### config.mk
export PLATFORM = sky130hd
export DESIGN_NAME = spartan_dsb48a1
export DESIGN_NICKNAME = d
export VERILOG_FILES = /design/src/rtl/spartan_dsp_pkg.sv /design/src/rtl/spartan_dsb48a1_reg_mux.sv /design/src/rtl/spartan_dsb48a1.sv
export SDC_FILE = /design/constraint.sdc
export NUM_CORES = 2
export LEC_CHECK = 0
export CORE_UTILIZATION = 35
export DETAILED_ROUTE_END_ITERATION = 10
export PLACE_DENSITY = 0.54
export SETUP_SLACK_MARGIN = 0.5
export SYNTH_ARGS = -nofsm -noshare
export SYNTH_HDL_FRONTEND = slang
export SYNTH_SLANG_ARGS = --single-unit
### constraint.sdc
create_clock -name CLK -period 13 [get_ports CLK]
set_input_delay 3.9 -clock CLK [delete_from_list [all_inputs] [get_ports CLK]]
set_output_delay 3.9 -clock CLK [all_outputs]
set_load 0.03 [all_outputs]
### src/rtl/spartan_dsp_pkg.sv
// Shared constants for the DSP48A1-style slice: widths, OPMODE bit positions
// and the X/Z operand mux select encodings.
package spartan_dsp_pkg;

    // Datapath widths
    localparam int W_AB = 18;   // A, B, D, BCIN, BCOUT
    localparam int W_M  = 36;   // multiplier product
    localparam int W_P  = 48;   // C, PCIN, P, PCOUT

    // OPMODE bit positions
    localparam int OP_X_LSB    = 0;  // OPMODE[1:0] selects X
    localparam int OP_Z_LSB    = 2;  // OPMODE[3:2] selects Z
    localparam int OP_PRE_EN   = 4;  // pre-adder result feeds B1 when set
    localparam int OP_CARRYIN  = 5;  // carry-in source when CARRYINSEL="OPMODE5"
    localparam int OP_PRE_SUB  = 6;  // pre-adder subtracts (D - B0) when set
    localparam int OP_POST_SUB = 7;  // post-adder computes Z - (X + CIN) when set

    // X operand select
    typedef enum logic [1:0] {
        X_ZERO = 2'b00,
        X_M    = 2'b01,
        X_P    = 2'b10,
        X_DAB  = 2'b11
    } x_sel_t;

    // Z operand select
    typedef enum logic [1:0] {
        Z_ZERO = 2'b00,
        Z_PCIN = 2'b01,
        Z_P    = 2'b10,
        Z_C    = 2'b11
    } z_sel_t;

    // Concatenated X operand for X_DAB: {D[11:0], A1, B1}
    function automatic logic [W_P-1:0] dab_concat(input logic [W_AB-1:0] d,
                                                  input logic [W_AB-1:0] a,
                                                  input logic [W_AB-1:0] b);
        return {d[11:0], a, b};
    endfunction

endpackage

### src/rtl/spartan_dsb48a1_reg_mux.sv
// One pipeline stage: clock-enabled register with asynchronous active-low
// clear, or a plain wire when REG is 0.
module dsp_reg_mux #(
    parameter int WIDTH = 18,
    parameter int REG   = 1
) (
    input  logic             clk,
    input  logic             rst_n,
    input  logic             ce,
    input  logic [WIDTH-1:0] d,
    output logic [WIDTH-1:0] q
);

    generate
        if (REG != 0) begin : g_reg
            logic [WIDTH-1:0] q_reg;

            // Stage register: reset clears immediately and overrides CE
            always_ff @(posedge clk or negedge rst_n) begin
                if (!rst_n) begin
                    q_reg <= '0;
                end else if (ce) begin
                    q_reg <= d;
                end
            end

            assign q = q_reg;
        end else begin : g_wire
            // Bypassed stage ignores its clock, enable and reset
            logic unused_ctrl;
            assign unused_ctrl = &{1'b0, clk, rst_n, ce};
            assign q = d;
        end
    endgenerate

endmodule

### src/rtl/spartan_dsb48a1.sv
// DSP48A1-style arithmetic slice: 18-bit pre-adder, 18x18 multiplier and a
// 48-bit post-adder/accumulator, each stage optionally registered.
module spartan_dsb48a1
    import spartan_dsp_pkg::*;
#(
    parameter int    A0REG       = 0,
    parameter int    A1REG       = 1,
    parameter int    B0REG       = 0,
    parameter int    B1REG       = 1,
    parameter int    CREG        = 1,
    parameter int    DREG        = 1,
    parameter int    MREG        = 1,
    parameter int    PREG        = 1,
    parameter int    CARRYINREG  = 1,
    parameter int    CARRYOUTREG = 1,
    parameter int    OPMODEREG   = 1,
    parameter string CARRYINSEL  = "OPMODE5",
    parameter string B_INPUT     = "DIRECT"
) (
    input  logic [17:0] A,
    input  logic [17:0] B,
    input  logic [17:0] D,
    input  logic [47:0] C,
    input  logic        CLK,
    input  logic        CARRYIN,
    input  logic [7:0]  OPMODE,
    input  logic [17:0] BCIN,
    input  logic        RSTA,
    input  logic        RSTB,
    input  logic        RSTM,
    input  logic        RSTP,
    input  logic        RSTC,
    input  logic        RSTD,
    input  logic        RSTCARRYIN,
    input  logic        RSTOPMODE,
    input  logic        CEA,
    input  logic        CEB,
    input  logic        CEM,
    input  logic        CEP,
    input  logic        CEC,
    input  logic        CED,
    input  logic        CECARRYIN,
    input  logic        CEOPMODE,
    input  logic [47:0] PCIN,
    output logic [17:0] BCOUT,
    output logic [47:0] PCOUT,
    output logic [47:0] P,
    output logic [35:0] M,
    output logic        CARRYOUT,
    output logic        CARRYOUTF
);

    localparam bit B_FROM_CASCADE = (B_INPUT == "CASCADE");
    localparam bit CIN_FROM_PORT  = (CARRYINSEL == "CARRYIN");

    logic [W_AB-1:0] b_src;
    logic [W_AB-1:0] a0_q;
    logic [W_AB-1:0] a1_q;
    logic [W_AB-1:0] b0_q;
    logic [W_AB-1:0] b1_d;
    logic [W_AB-1:0] b1_q;
    logic [W_AB-1:0] d_q;
    logic [W_P-1:0]  c_q;
    logic [7:0]      op_q;
    logic [W_M-1:0]  m_d;
    logic [W_M-1:0]  m_q;
    logic            cin_d;
    logic            cin_q;
    logic [W_P-1:0]  x_mux;
    logic [W_P-1:0]  z_mux;
    logic [W_P:0]    post_sum;
    logic [W_P-1:0]  p_q;
    logic            cout_q;

    assign b_src = B_FROM_CASCADE ? BCIN : B;

    // ---------------- input stages ----------------
    dsp_reg_mux #(.WIDTH(W_AB), .REG(A0REG)) u_a0 (
        .clk(CLK), .rst_n(RSTA), .ce(CEA), .d(A), .q(a0_q));
    dsp_reg_mux #(.WIDTH(W_AB), .REG(A1REG)) u_a1 (
        .clk(CLK), .rst_n(RSTA), .ce(CEA), .d(a0_q), .q(a1_q));
    dsp_reg_mux #(.WIDTH(W_AB), .REG(B0REG)) u_b0 (
        .clk(CLK), .rst_n(RSTB), .ce(CEB), .d(b_src), .q(b0_q));
    dsp_reg_mux #(.WIDTH(W_AB), .REG(DREG)) u_d (
        .clk(CLK), .rst_n(RSTD), .ce(CED), .d(D), .q(d_q));
    dsp_reg_mux #(.WIDTH(W_P), .REG(CREG)) u_c (
        .clk(CLK), .rst_n(RSTC), .ce(CEC), .d(C), .q(c_q));
    dsp_reg_mux #(.WIDTH(8), .REG(OPMODEREG)) u_op (
        .clk(CLK), .rst_n(RSTOPMODE), .ce(CEOPMODE), .d(OPMODE), .q(op_q));

    // Pre-adder: D +/- B0 when enabled, otherwise B0 passes straight to B1
    always_comb begin
        b1_d = b0_q;
        if (op_q[OP_PRE_EN]) begin
            if (op_q[OP_PRE_SUB]) begin
                b1_d = d_q - b0_q;
            end else begin
                b1_d = d_q + b0_q;
            end
        end
    end

    dsp_reg_mux #(.WIDTH(W_AB), .REG(B1REG)) u_b1 (
        .clk(CLK), .rst_n(RSTB), .ce(CEB), .d(b1_d), .q(b1_q));

    assign BCOUT = b1_q;

    // ---------------- multiplier ----------------
    assign m_d = {{(W_M-W_AB){1'b0}}, b1_q} * {{(W_M-W_AB){1'b0}}, a1_q};

    dsp_reg_mux #(.WIDTH(W_M), .REG(MREG)) u_m (
        .clk(CLK), .rst_n(RSTM), .ce(CEM), .d(m_d), .q(m_q));

    assign M = m_q;

    // ---------------- carry-in ----------------
    assign cin_d = CIN_FROM_PORT ? CARRYIN : op_q[OP_CARRYIN];

    dsp_reg_mux #(.WIDTH(1), .REG(CARRYINREG)) u_cin (
        .clk(CLK), .rst_n(RSTCARRYIN), .ce(CECARRYIN), .d(cin_d), .q(cin_q));

    // X and Z operand selection for the post-adder
    always_comb begin
        x_mux = '0;
        z_mux = '0;
        case (x_sel_t'(op_q[OP_X_LSB +: 2]))
            X_ZERO:  x_mux = '0;
            X_M:     x_mux = {{(W_P-W_M){1'b0}}, m_q};
            X_P:     x_mux = p_q;
            X_DAB:   x_mux = dab_concat(d_q, a1_q, b1_q);
            default: x_mux = '0;
        endcase
        case (z_sel_t'(op_q[OP_Z_LSB +: 2]))
            Z_ZERO:  z_mux = '0;
            Z_PCIN:  z_mux = PCIN;
            Z_P:     z_mux = p_q;
            Z_C:     z_mux = c_q;
            default: z_mux = '0;
        endcase
    end

    // Post-adder at 49 bits so the top bit becomes the carry/borrow out
    always_comb begin
        if (op_q[OP_POST_SUB]) begin
            post_sum = {1'b0, z_mux} - ({1'b0, x_mux} + {{W_P{1'b0}}, cin_q});
        end else begin
            post_sum = {1'b0, z_mux} + {1'b0, x_mux} + {{W_P{1'b0}}, cin_q};
        end
    end

    // ---------------- output stages ----------------
    dsp_reg_mux #(.WIDTH(W_P), .REG(PREG)) u_p (
        .clk(CLK), .rst_n(RSTP), .ce(CEP), .d(post_sum[W_P-1:0]), .q(p_q));
    dsp_reg_mux #(.WIDTH(1), .REG(CARRYOUTREG)) u_cout (
        .clk(CLK), .rst_n(RSTCARRYIN), .ce(CECARRYIN), .d(post_sum[W_P]), .q(cout_q));

    assign P         = p_q;
    assign PCOUT     = p_q;
    assign CARRYOUT  = cout_q;
    assign CARRYOUTF = cout_q;

endmodule

* Word level (Yosys, flattened, before mapping)
Cells that the tools add are included.
Operators by class: $add $sub $neg 6, multiply operators 1, eq/ne operators 6, multiplexer cells 5, reductions and logical operators 2
Operator list (count):
- case mux 48 bit (4 select lines) | 2
- adder 48 x 1 -> 49 bit | 1
- adder 48 x 48 -> 49 bit | 1
- adder 49 x 1 -> 49 bit | 1
- two-way mux 49 bit | 1
- subtractor 48 x 49 -> 49 bit | 1
- multiplier 18 x 18 -> 36 bit | 1
- two-way mux 18 bit | 2
- adder 18 bit | 1
- subtractor 18 bit | 1
- equality test 2 bit, second input constant | 4
- equality test 2 x 1 -> 1 bit, second input constant | 2
- zero test 2 bit | 2
Word-level totals: bits in registers 196, input port bits 194

* Logic depth before layout (Yosys ltp)
word-level depth 5, mapped depth 26, depth with buffers taken out 24

* Cells and area by module
From an unflattened synthesis, not the netlist that was laid out.
Unflattened totals: cells, all modules 3099, area total of the unflattened synthesis 28720.0 sq um
By module, submodules not included:
- spartan_dsb48a1 | instances 1, cells each 2650, area an instance 20661.1 sq um, sequential area each 0.0 sq um
- dsp_reg_mux (u_c ...) | instances 2, cells each 101, area an instance 1860.5 sq um, sequential area each 1201.2 sq um
- dsp_reg_mux (u_a1 ...) | instances 3, cells each 38, area an instance 721.9 sq um, sequential area each 450.4 sq um
- dsp_reg_mux (u_m) | instances 1, cells each 76, area an instance 1490.2 sq um, sequential area each 900.9 sq um
- dsp_reg_mux (u_op) | instances 1, cells each 17, area an instance 331.6 sq um, sequential area each 200.2 sq um
- dsp_reg_mux (u_a0 ...) | instances 2, cells each 18, area an instance 135.1 sq um, sequential area each 0.0 sq um
- dsp_reg_mux (u_cin ...) | instances 2, cells each 2, area an instance 40.0 sq um, sequential area each 25.0 sq um

* Worst setup path before layout
Ideal clock, no wire load.
kind in2reg, start point input PCIN[0], end point register u_p.g_reg.q_reg[46], in the netlist u_p.q[46], arrival time 7.138 ns, data required time 12.874 ns, path slack 5.736 ns, stages 15, path buffers 0, cell sequence mux2_2 a22oi_1 fa_1 inv_1 fa_1 nor2b_1 o311a_1 nor2_1 a21oi_1 a41oi_2 o211ai_2 a211o_1 a211oi_1 nor3_1 a221o_1
Between the ends: word-level cells in the longest chain between the ends 4, elaborated cells on any way between the ends 5, classes of those cells add/sub (3); mux (2)
Ends and longest elaborated chain:
- start, declared | line spartan_dsb48a1.sv:44 | input logic [47:0] PCIN,
- case mux 48 bit (4 select lines) (*) | line spartan_dsb48a1.sv:133 | case (z_sel_t'(op_q[OP_Z_LSB +: 2]))
- adder 48 x 48 -> 49 bit | line spartan_dsb48a1.sv:147 | post_sum = {1'b0, z_mux} + {1'b0, x_mux} + {{W_P{1'b0}}, cin_q};
- adder 49 x 1 -> 49 bit | line spartan_dsb48a1.sv:147
- two-way mux 49 bit (*) | line spartan_dsb48a1.sv:144 | if (op_q[OP_POST_SUB]) begin
- end signal, assigned | line spartan_dsb48a1_reg_mux.sv:21 | q_reg <= '0;
- end signal, assigned | line spartan_dsb48a1_reg_mux.sv:23 | q_reg <= d;
- end, declared | line spartan_dsb48a1_reg_mux.sv:16 | logic [WIDTH-1:0] q_reg;
Mark *: on every way between the ends. The rest lies on a longest branch, timed or not. A chain may end at the register's enable or synchronous reset.

* Worst setup path after layout
start point input PCIN[0], end point register u_p.g_reg.q_reg[40], in the netlist u_p.q[40]
Same word-level chain as after synthesis.

==> results.md <==
Die:
- The floorplan step set the die height to 284 µm.
- For this design the top-level I/O count stands at 346.
- The floorplan die area is ~81000 µm².
- In this run the standard cell core region covers 79000 µm².
- The floorplan has 103 rows.
- The initial standard-cell utilization of the core is about a third.
- The horizontal die dimension is ~280 µm.

STA:
- The final critical-path required period is 8310 ps.
- The final-report max-slew violation count is 0.
- Setup repair after global routing left no endpoint under its margin.
- Setup total negative slack on the finished layout was measured at 0 ps.
- Headroom to the max-slew limit came out at 11.5%.
- The timing-limited maximum frequency is 120 MHz.
- For the pin with the worst max-slew slack, the measured transition is 1330 ps.
- On the final layout, the worst clock skew is 19.8 ps.
- Setup violations remaining at the end of the flow were counted as 0.
- The period utilization is 63.9%.
- The total count of hold-check failures in the final report was 0.

Yosys:
- Multiplexer cells account for 9.12% of the synthesized area.
- The total of warnings raised by yosys is 0.
- Synthesis inferred 196 register bits.
- Counting every net in the synthesized netlist gives slightly below 4000.
- The synthesized netlist devotes 13.4% of its cell area to simple gates.
- The gate count of the mapped netlist is 3172.
- After synthesis, the largest family of logic cells by area is adder cells.
- The post-synthesis xor/xnor area fraction is 4.14%.
- The fraction of registers with async set or reset after synthesis is 100%.
- In the synthesized netlist the dominant register cell turns out to be sky130_fd_sc_hd__dfrtp_1.
- The share of the synthesized area in compound gates (AO/OA/AOI/OAI) is 15.5%.
- The post-synthesis cell area is 27900 µm².
- The arithmetic-cell share of the synthesized area counting full adders, half adders and majority gates is 30.7%.
- The number of enable flip-flop cells after synthesis is 0.
- A synthesized cell averages between 8 and 9 µm².
- The sequential fraction of the synthesis area is approximately 18%.
- The distinct cell type count after synthesis is 91.

Clock tree:
- After clock tree synthesis, the clock-pin slew on the worst setup and hold paths is 90 ps.
- Counting along the longest clock path gives a buffer depth of 2.
- After clock tree synthesis, the repair step resized 0 gates.
- TritonCTS built the clock tree.
- The CTS buffer count is 17.
- The clock network latency to the later pin of the worst-skew pair is 520 ps.
- The number of setup buffers added after CTS is 0.
- The number of sinks on the clock net is just under 200.
- The tree is rooted in a sky130_fd_sc_hd__clkbuf_16.
- The level count of the clock H-tree is 4.
- The quantity of hold-fixing buffers added after cts is 0.

Cells and area:
- In the layout the commonest cells are sky130_fd_sc_hd__inv_1 (442), sky130_fd_sc_hd__clkdlybuf4s50_1 (320), sky130_fd_sc_hd__nand2_1 (301), sky130_fd_sc_hd__ha_1 (267), sky130_fd_sc_hd__fa_1 (261).
- The area of the multi-input gates is 20300 µm².
- The relative area change from synthesis to final layout is 15.8%.
- In the final layout, the share of cells above drive strength 1 is 9.44%.
- After filler insertion, the fill cell instance count of the layout stands at slightly above 8000.
- In the final layout, flip-flops and latches occupy between 4000 and 5000 µm².
- The post-layout net count is 4058.
- The most common cell after layout, fill and taps aside is sky130_fd_sc_hd__inv_1.

Route:
- The routed length per placed instance is 21.1 µm.
- In this run the remaining antenna-violating nets after routing total 0.
- In the routed design, unresolved DRC markers number 0.
- The post-detailed-routing wire length is approximately 90000 µm.
- The per-cell via count in the routed design is 5.27.
- The first-pass iteration count of the detailed router is 5.
- The first routing iteration left around 1700 violations.
- Summing over every cut layer, the via total after detailed routing is 23200.

GRT:
- The initial antenna violation count is 3.
- After global routing the overflow that remains totals 0.
- The first-pass GRT wire length is 143000 µm.
- The total routing resource utilization after global routing is 23.2%.
- The via count of the first global-routing pass was 23200.
- Entering global routing, the biggest net connects 72 pins.

Min path:
- The path category of the worst min-delay check is flop to flop.

Setup path:
- The arrival time at the worst endpoint is 8720 ps.
- The critical path endpoint category is a flop.
- In this run the worst path has a maximum fanout of 6.
- By startpoint and endpoint, the worst setup path is classified as input pin to flop.
- The data required time at the worst endpoint is 13410 ps.
- The launching element type of the critical path is an input pin.

Place:
- The final HPWL from detailed placement is just over 70000 µm.
- The congestion estimate from routability-driven global placement came to 0.903.
- In this run the tool buffered the top-level ports with 326 buffer cells.

Run:
- The max-cap check violation count is 0.

Status:
- The flow ran to the end, and the final reports show no timing, DRC or antenna violations.
==> cells in the mapped netlist (97+ instances only) <==
cell type                  number  area, µm²
sky130_fd_sc_hd__inv_1        442       1660
sky130_fd_sc_hd__mux2_2       198       2230
sky130_fd_sc_hd__ha_1         267       3340
sky130_fd_sc_hd__a21oi_1      181        906
sky130_fd_sc_hd__nor2_1       180        676
sky130_fd_sc_hd__o21ai_0       98        490
sky130_fd_sc_hd__and2_1       143        895
sky130_fd_sc_hd__clkbuf_1     150        563
sky130_fd_sc_hd__xnor2_1       97        850
sky130_fd_sc_hd__dfrtp_1      196       4900
sky130_fd_sc_hd__fa_1         261       5230
sky130_fd_sc_hd__nand2_1      301       1130
==> routing by layer <==
metal / share of wire [%] / wire [µm] / track usage (%)
met4: 1.9 / 1770 / 5.32
met1: 47 / 43500 / 33.0
met5: 0.025 / 23 / 0
met2: 44 / 41200 / 36.4
met3: 6.7 / 6180 / 4.20
==> cell type report <==
class / instances / area share (%)
timing repair buffer: 363 / 10.9
sequential: 196 / 15.2
clock inverter: 14 / 0.445
multi-input combinational: 2315 / 62.9
tap: 1050 / 4.06
clock buffer: 18 / 1.36
antenna: 1 / 0.00774
inverter: 443 / 5.14
==> worst paths after layout <==
path	startpoint	cells after the start	end	slack, ps
min in group asynchronous	RSTC	2	u_c.q[42]	3480
max in group asynchronous	RSTB	1	u_b1.q[8]	8480
max	PCIN[0]	16	u_p.q[40]	4690
max reg2reg	u_b1.q[12]	21	u_m.q[34]	5520
min reg2reg	u_c.q[19]	1	u_c.q[19]	500
min	u_c.q[19]	1	u_c.q[19]	500
==> metrics by stage <==
step | instance area, µm² | cells | hold WS, ps | setup WS [ps] | utilization [%]
after floorplan | 27900 | 3172 | 444 | 5740 | -
after global placement | 31700 | 4367 | 483 | 4400 | 40.2
after detailed placement | 31700 | 4367 | 491 | 4370 | 40.2
after CTS | 32300 | 4399 | 509 | 4860 | 40.9
after global routing | 32300 | 4399 | 517 | 4470 | 40.9
final | 32300 | 4400 | 504 | 4690 | 40.9
==> critical path, stage by stage <==
cell                              delay [ps]
sky130_fd_sc_hd__clkdlybuf4s50_1         390
sky130_fd_sc_hd__mux2_2                  300
sky130_fd_sc_hd__a22oi_1                 310
sky130_fd_sc_hd__fa_1                    310
sky130_fd_sc_hd__inv_1                    80
sky130_fd_sc_hd__fa_1                    440
sky130_fd_sc_hd__nor2b_1                 160
sky130_fd_sc_hd__o311a_1                 330
sky130_fd_sc_hd__nor2_1                  310
sky130_fd_sc_hd__a21oi_1                 330
sky130_fd_sc_hd__a211oi_1                720
sky130_fd_sc_hd__nor4_1                  240
sky130_fd_sc_hd__o21ai_0                 330
sky130_fd_sc_hd__a2bb2oi_1               130
sky130_fd_sc_hd__xnor2_1                 140
sky130_fd_sc_hd__a221oi_1                270
==> logic make-up after synthesis <==
group | count (synthesis)
AOI/OAI and AO/OA | 632
DFF | 196
muxes | 229
adders and majority gates | 528
and+or+nand+nor | 794
buffers and inverters | 661
xor gates and xnor gates | 132
Power is not shown: default switching activity piles up to over one toggle a cycle in this logic, so the estimate is an artifact.
